[src/rtl/mc_control.sv]
// mc_control: multicycle MIPS-subset control FSM.
// Sequences FETCH -> DECODE -> EXEC/BRANCH/JUMP -> MEM/WB over several clocks,
// with a req/ready memory handshake guarded by a MAX_WAIT timeout.
// Optional build macro MC_CONTROL_PERF_EN adds retired / stall_cycles counters.
module mc_control #(
   parameter int MAX_WAIT  = 15,  // cycles to wait for mem_ready, 1..255
   parameter int WAIT_W    = 8,   // wait counter width, must hold MAX_WAIT
   parameter int RESET_RUN = 0    // 1 = leave IDLE right after reset
) (
   input  logic        clk,
   input  logic        reset,
   input  logic        run,
   input  logic [31:0] instr,
   input  logic        mem_ready,
   input  logic        alu_zero,
   output logic        mem_req,
   output logic        mem_we,
   output logic        i_or_d,
   output logic        ir_write,
   output logic        pc_write,
   output logic [1:0]  pc_src,
   output logic [1:0]  alu_src_b,
   output logic [1:0]  alu_op,
   output logic [5:0]  func,
   output logic        reg_write,
   output logic [1:0]  reg_dst,
   output logic        mem_to_reg,
   output logic        lui,
   output logic        halted,
   output logic        fault,
   output logic [3:0]  state
`ifdef MC_CONTROL_PERF_EN
   ,
   output logic [31:0] retired,
   output logic [31:0] stall_cycles
`endif
);

   typedef enum logic [3:0] {
      S_IDLE   = 4'd0,
      S_FETCH  = 4'd1,
      S_DECODE = 4'd2,
      S_EXEC   = 4'd3,
      S_MEM    = 4'd4,
      S_WB     = 4'd5,
      S_BRANCH = 4'd6,
      S_JUMP   = 4'd7,
      S_HALT   = 4'd8,
      S_FAULT  = 4'd9
   } state_t;

   localparam logic [5:0] OP_RTYPE = 6'b000000;
   localparam logic [5:0] OP_J     = 6'b000010;
   localparam logic [5:0] OP_JAL   = 6'b000011;
   localparam logic [5:0] OP_BEQ   = 6'b000100;
   localparam logic [5:0] OP_BNE   = 6'b000101;
   localparam logic [5:0] OP_ADDI  = 6'b001000;
   localparam logic [5:0] OP_ORI   = 6'b001101;
   localparam logic [5:0] OP_LUI   = 6'b001111;
   localparam logic [5:0] OP_LW    = 6'b100011;
   localparam logic [5:0] OP_SW    = 6'b101011;
   localparam logic [5:0] FN_JR    = 6'b001000;
   localparam logic [5:0] FN_ADD   = 6'b100000;
   localparam logic [5:0] FN_OR    = 6'b100101;
   localparam logic [31:0] SYSCALL = 32'h0000_000C;

   localparam logic [WAIT_W-1:0] WAIT_LIMIT = WAIT_W'(MAX_WAIT);
   localparam logic [WAIT_W-1:0] WAIT_ONE   = WAIT_W'(1);

   state_t            state_q, state_d;
   logic [WAIT_W-1:0] wait_q, wait_d;

   // Instruction field decode, shared by every state that looks at the IR.
   logic [5:0] opcode;
   logic       is_rtype, is_jr, is_sys, is_beq, is_bne, is_j, is_jal;
   logic       is_lw, is_sw, is_addi, is_ori, is_lui, is_mem_op;
   logic       wait_expired;

   // Opcode/function classification of the current IR.
   always_comb begin
      opcode    = instr[31:26];
      is_sys    = (instr == SYSCALL);
      is_jr     = (opcode == OP_RTYPE) && (instr[5:0] == FN_JR);
      is_rtype  = (opcode == OP_RTYPE) && !is_jr;
      is_beq    = (opcode == OP_BEQ);
      is_bne    = (opcode == OP_BNE);
      is_j      = (opcode == OP_J);
      is_jal    = (opcode == OP_JAL);
      is_lw     = (opcode == OP_LW);
      is_sw     = (opcode == OP_SW);
      is_addi   = (opcode == OP_ADDI);
      is_ori    = (opcode == OP_ORI);
      is_lui    = (opcode == OP_LUI);
      is_mem_op = is_lw || is_sw;
      // The counter reads MAX_WAIT after MAX_WAIT stalled cycles; that cycle
      // is still allowed to complete if mem_ready finally shows up.
      wait_expired = (wait_q == WAIT_LIMIT);
   end

   // State and wait-counter registers; reset forces IDLE immediately.
   always_ff @(posedge clk or posedge reset) begin
      if (reset) begin
         state_q <= S_IDLE;
         wait_q  <= '0;
      end else begin
         state_q <= state_d;
         wait_q  <= wait_d;
      end
   end

   // Next-state and Moore outputs (plus the few mem_ready-qualified strobes).
   always_comb begin
      state_d    = state_q;
      wait_d     = '0;       // any state change clears the counter
      mem_req    = 1'b0;
      mem_we     = 1'b0;
      i_or_d     = 1'b0;
      ir_write   = 1'b0;
      pc_write   = 1'b0;
      pc_src     = 2'b00;
      alu_src_b  = 2'b00;
      alu_op     = 2'b00;
      func       = 6'b000000;
      reg_write  = 1'b0;
      reg_dst    = 2'b00;
      mem_to_reg = 1'b0;
      lui        = 1'b0;
      halted     = 1'b0;
      fault      = 1'b0;

      case (state_q)
         S_IDLE: begin
            if (run || (RESET_RUN != 0)) state_d = S_FETCH;
         end

         S_FETCH: begin
            // PC drives the address; ALU forms PC+4 alongside the read.
            mem_req   = 1'b1;
            i_or_d    = 1'b0;
            alu_src_b = 2'b01;
            alu_op    = 2'b00;
            if (mem_ready) begin
               ir_write = 1'b1;
               pc_write = 1'b1;
               pc_src   = 2'b00;
               state_d  = S_DECODE;
            end else if (wait_expired) begin
               state_d = S_FAULT;
            end else begin
               wait_d = wait_q + WAIT_ONE;
            end
         end

         S_DECODE: begin
            // Branch target is precomputed here while the opcode is sorted.
            alu_src_b = 2'b11;
            if (is_sys)                                  state_d = S_HALT;
            else if (is_jr)                              state_d = S_JUMP;
            else if (is_rtype)                           state_d = S_EXEC;
            else if (is_beq || is_bne)                   state_d = S_BRANCH;
            else if (is_j || is_jal)                     state_d = S_JUMP;
            else if (is_mem_op || is_addi || is_ori)     state_d = S_EXEC;
            else if (is_lui)                             state_d = S_WB;
            else                                         state_d = S_FAULT;
         end

         S_EXEC: begin
            if (is_rtype) begin
               alu_op    = 2'b10;
               func      = instr[5:0];
               alu_src_b = 2'b00;
            end else if (is_addi) begin
               alu_op    = 2'b10;
               func      = FN_ADD;
               alu_src_b = 2'b10;
            end else if (is_ori) begin
               alu_op    = 2'b10;
               func      = FN_OR;
               alu_src_b = 2'b10;
            end else begin
               // lw/sw: base + sign-extended offset
               alu_op    = 2'b00;
               alu_src_b = 2'b10;
            end
            state_d = is_mem_op ? S_MEM : S_WB;
         end

         S_MEM: begin
            mem_req = 1'b1;
            i_or_d  = 1'b1;
            mem_we  = is_sw;
            if (mem_ready) begin
               // lw writes the returned word straight into rt this cycle.
               if (is_lw) begin
                  reg_write  = 1'b1;
                  reg_dst    = 2'b00;
                  mem_to_reg = 1'b1;
               end
               state_d = S_FETCH;
            end else if (wait_expired) begin
               state_d = S_FAULT;
            end else begin
               wait_d = wait_q + WAIT_ONE;
            end
         end

         S_WB: begin
            reg_write = 1'b1;
            reg_dst   = is_rtype ? 2'b01 : 2'b00;
            lui       = is_lui;
            state_d   = S_FETCH;
         end

         S_BRANCH: begin
            alu_op   = 2'b01;
            pc_src   = 2'b01;
            pc_write = (is_beq && alu_zero) || (is_bne && !alu_zero);
            state_d  = S_FETCH;
         end

         S_JUMP: begin
            pc_write = 1'b1;
            pc_src   = is_jr ? 2'b11 : 2'b10;
            if (is_jal) begin
               reg_write = 1'b1;
               reg_dst   = 2'b10;
            end
            state_d = S_FETCH;
         end

         S_HALT: begin
            halted = 1'b1;
         end

         S_FAULT: begin
            fault = 1'b1;
         end

         default: begin
            // Unused encodings are treated as a machine fault.
            state_d = S_FAULT;
         end
      endcase
   end

   assign state = state_q;

`ifdef MC_CONTROL_PERF_EN
   logic [31:0] retired_q, retired_d;
   logic [31:0] stall_q, stall_d;
   logic        retire_evt, stall_evt;

   // Retire/stall event detection and counter increments (wrap naturally).
   always_comb begin
      retire_evt = (state_q == S_WB) || (state_q == S_BRANCH) ||
                   (state_q == S_JUMP) ||
                   ((state_q == S_MEM) && mem_ready) ||
                   ((state_q == S_DECODE) && (state_d == S_HALT));
      stall_evt  = ((state_q == S_FETCH) || (state_q == S_MEM)) && !mem_ready;
      retired_d  = retired_q;
      stall_d    = stall_q;
      if (retire_evt) retired_d = retired_q + 32'd1;
      if (stall_evt)  stall_d   = stall_q + 32'd1;
   end

   // Performance counter registers.
   always_ff @(posedge clk or posedge reset) begin
      if (reset) begin
         retired_q <= '0;
         stall_q   <= '0;
      end else begin
         retired_q <= retired_d;
         stall_q   <= stall_d;
      end
   end

   assign retired      = retired_q;
   assign stall_cycles = stall_q;
`endif

endmodule

[config.mk]
export PLATFORM = sky130hd
export DESIGN_NAME = mc_control
export DESIGN_NICKNAME = d
export VERILOG_FILES = /design/src/rtl/mc_control.sv
export SDC_FILE = /design/constraint.sdc
export NUM_CORES = 1
export LEC_CHECK = 0
export ABC_AREA = 1
export CAP_MARGIN = 20
export CELL_PAD_IN_SITES_DETAIL_PLACEMENT = 2
export CELL_PAD_IN_SITES_GLOBAL_PLACEMENT = 2
export CORE_UTILIZATION = 20
export CTS_CLUSTER_DIAMETER = 30
export DETAILED_ROUTE_END_ITERATION = 10
export PLACE_DENSITY_LB_ADDON = 0.25
export RECOVER_POWER = 50
export SLEW_MARGIN = 20
export SYNTH_ARGS = -nofsm -noshare
export SYNTH_HDL_FRONTEND = slang
export SYNTH_SLANG_ARGS = --single-unit
[constraint.sdc]
create_clock -name clk -period 3.7 [get_ports clk]
set_input_delay 0.74 -clock clk [delete_from_list [all_inputs] [get_ports clk]]
set_output_delay 0.74 -clock clk [all_outputs]
set_load 0.1 [all_outputs]
==> flow_metrics.env <==
export IMPL_synth_top_area_share_pct=25.42
export IMPL_max_freq_mhz=304.5
export IMPL_synthTopCellsByArea="dfrtp_1 (25%), nor2_1 (13%), nand2_1 (10%)"
export IMPL_rows=27
export IMPL_powerDensity_nw_per_um2=162.3
export IMPL_drt_iter0_markers=39
export IMPL_leakagePower_nw=0.9380
export IMPL_finalCritPeriodShare_pct=88.76
export IMPL_timing_rr_start="state[2]"
export IMPL_dp_hpwl_um=3898
export IMPL_design_area_um2=2121
export IMPL_seq_power_share_pct=38.2
export IMPL_cts_max_level=1
export IMPL_area_growth_pct=79.55
export IMPL_finalWorstSetupSlack_ns=0.4160
export IMPL_reg2reg_depth=7
export IMPL_timing_max_cap_violations=0
export IMPL_post_route_util_pct=37.82
export IMPL_diodes=0
export IMPL_r2r_end="wait_q[5]"
export IMPL_drtAntennaViolNets=0
export IMPL_core_region_area_um2=5608
export IMPL_clkPwrFrac_pct=41.9
export IMPL_via_per_inst=4.425
export IMPL_cts_hold_buf=0
export IMPL_vdd_drop_max_v=0.00009254
export IMPL_drcViolationCount=0
export IMPL_nFillCells=683
export IMPL_placed_cell_area_um2=2088
export IMPL_cts_tree="yes"
export IMPL_clock_latency_ns=0.24
export IMPL_yosysWarningCount=0
export IMPL_synth_area_per_cell_um2=6.088
export IMPL_rrSetupSlack_ns=2.03
export IMPL_dieArea_um2=6217
export IMPL_grt_max_degree=13
export IMPL_post_cts_buffers=0
export IMPL_grt_pass1_vias=1636
export IMPL_arrival_ns=2.54
export IMPL_critical_path_class="input pin to output pin"
export IMPL_layout_drive_gt1_share_pct=22.52
export IMPL_cp_cell_sequence="clkdlybuf4s50_1, nor2_2, inv_2, nor2_4, nand2_2, nor2_4, inv_2, nor2_1, buf_12"
export IMPL_setup_tns_final_ns=0
export IMPL_finalNonFillerCells=334
export IMPL_grt_first_pass_wirelength_um=7624
export IMPL_crit_path_start_kind="input pin"
export IMPL_required_ns=2.96
export IMPL_die_y_um=78.85
export IMPL_gp_congestion=0.8238
export IMPL_ys_types=23
export IMPL_nets=301
export IMPL_final_setup_skew_ns=0.0008230
export IMPL_internal_power_mw=0.2649
export IMPL_antenna_found_initial=0
export IMPL_firstDrtPassIters=4
export IMPL_clk_pin_slew_worst_paths_ns=0.05
export IMPL_final_common_cell="nor2_1"
export IMPL_syn_area_um2=1181
export IMPL_cp_max_fo=7
export IMPL_vias=1478
export IMPL_final_min_clock_period_ns=3.284
export IMPL_cts_sinks=12
export IMPL_synth_area_leader_cell="dfrtp_1"
export IMPL_mostFrequentLayoutCells="nor2_1 (39), clkdlybuf4s50_1 (37), nand2_1 (33)"
export IMPL_track_usage_pct=15.29
export IMPL_critical_path_endpoint_type="output pin"
export IMPL_netSwitchingPower_mw=0.07935
export IMPL_ioPinCount=65
export IMPL_die_w_um=78.85
export IMPL_worst_slew_margin_rel_pct=22.88
export IMPL_final_max_slew_viol_count=0
export IMPL_hold_path_startpoint="wait_q[0]"
export IMPL_yosysSeqAreaShare_pct=25.42
export IMPL_worst_pin_slew_ns=1.162
export IMPL_holdPathEnd="wait_q[0]"
export IMPL_critPathTopFamily="buffers and inverters"
export IMPL_worst_path_max_delay_cell="clkdlybuf4s50_1"
export IMPL_port_buffers=64
export IMPL_status="complete, no violations"
export IMPL_post_place_ws_ns=0.4048
export IMPL_critPathMaxStageDelay_ns=0.53
export IMPL_cts_resized=0
export IMPL_setup_viol=0
export IMPL_hold_depth=1
export IMPL_synth_fp_nets=232
export IMPL_sw_frac_of_total_pct=23.05
export IMPL_overflow=0
export IMPL_initial_core_util_pct=21.06
export IMPL_wl_per_cell_um=13.24
export IMPL_clockRootBuffer="clkbuf_8"
export IMPL_wl_um=4422
export IMPL_cts_buffer_depth=2
export IMPL_report_final_hold_viol_count=0
export IMPL_path_buf_inv=4
export IMPL_dpl_cell_count=330
export IMPL_comb_power_share_pct=19.9
export IMPL_synth_seq_cells=12
export IMPL_min_path_type="flop to flop"
export IMPL_synth_cells=194
export IMPL_cts_buffers=3
export IMPL_rsz0062_at_grt="no"
## power groups by stage
stage	Sequential [mW]	Combinational, mW	Clock, mW
3_5_place_dp	0.134	0.0703	0
5_1_grt	0.131	0.0760	0.154
3_3_place_gp	0.134	0.0690	0
6_report	0.131	0.0686	0.144
2_1_floorplan	0.134	0.0223	0
4_1_cts	0.131	0.0706	0.150
## worst register-to-register path, cell delays in order (launching register included)
cell and delay (ns):
dfrtp_1 0.45, nor2_1 0.26, nand2_2 0.17, nand2_4 0.11, nand2_1 0.09, nor2_1 0.18, inv_1 0.15, nor3_1 0.16
## area by class of cell
type | count | area [µm²] | area share (%)
tap | 72 | 90.09 | 4.248
multi-input combinational | 143 | 768.2 | 36.22
sequential | 12 | 300.3 | 14.16
clock buffer | 4 | 55.05 | 2.596
inverter | 39 | 146.4 | 6.903
timing repair buffer | 64 | 760.7 | 35.87
## flip-flops by register name, indices dropped and copies added (netlist names)
signal and count:
state 4, wait_q 8
## Yosys cell counts (all sizes together)
| cell type | count |
|---|---|
| a2111oi | 1 |
| a21oi | 7 |
| dfrtp | 12 |
| ha | 1 |
| inv | 39 |
| nand2 | 38 |
| nand3 | 21 |
| nand4 | 5 |
| nor2 | 49 |
| nor3 | 10 |
| o21ai | 6 |
| o22ai | 1 |
| or2 | 1 |
| xnor2 | 1 |
| xor2 | 2 |
## kinds of logic (layout without fill, tap and decap cells)
logic type / count (synthesis) / count (layout) / share of synthesized area (%)
XOR/XNOR: 3 / 3 / 2.225
flip-flops: 12 / 12 / 25.42
adder cells (fa/ha/maj): 1 / 1 / 1.059
AO/OA/AOI/OAI: 15 / 15 / 7.097
buffers and inverters: 39 / 107 / 12.39
AND/OR/NAND/NOR: 124 / 124 / 51.80
## per-layer routing
metal,track usage (%),vias to the layer above,share of wire [%]
li1,-,744,-
met5,0,-,0
met1,19.61,688,45
met4,2.182,0,0
met2,27.30,46,50
met3,2.529,0,5.7
## worst max-delay path by stage
stage	start	endpoint	slack (ns)	cells after the start
floorplan	state[2]	reg_write	-0.69	6
global placement	instr[28]	func[3]	0.44	9
detailed placement	instr[28]	reg_dst[0]	0.40	9
CTS	instr[28]	func[3]	0.39	9
global route	instr[26]	func[3]	0.26	7
finish	instr[28]	func[3]	0.42	9
## through the flow
| stage | hold WS, ns | power (mW) |
|---|---|---|
| global placement | 0.4532 | 0.2026 |
| floorplan | 0.4308 | 0.1559 |
| global route | 0.4990 | 0.3616 |
| finish | 0.4696 | 0.3442 |
| detailed placement | 0.4633 | 0.2039 |
| CTS | 0.4708 | 0.3514 |
No activity file was read; power rests on OpenSTA's default activity.
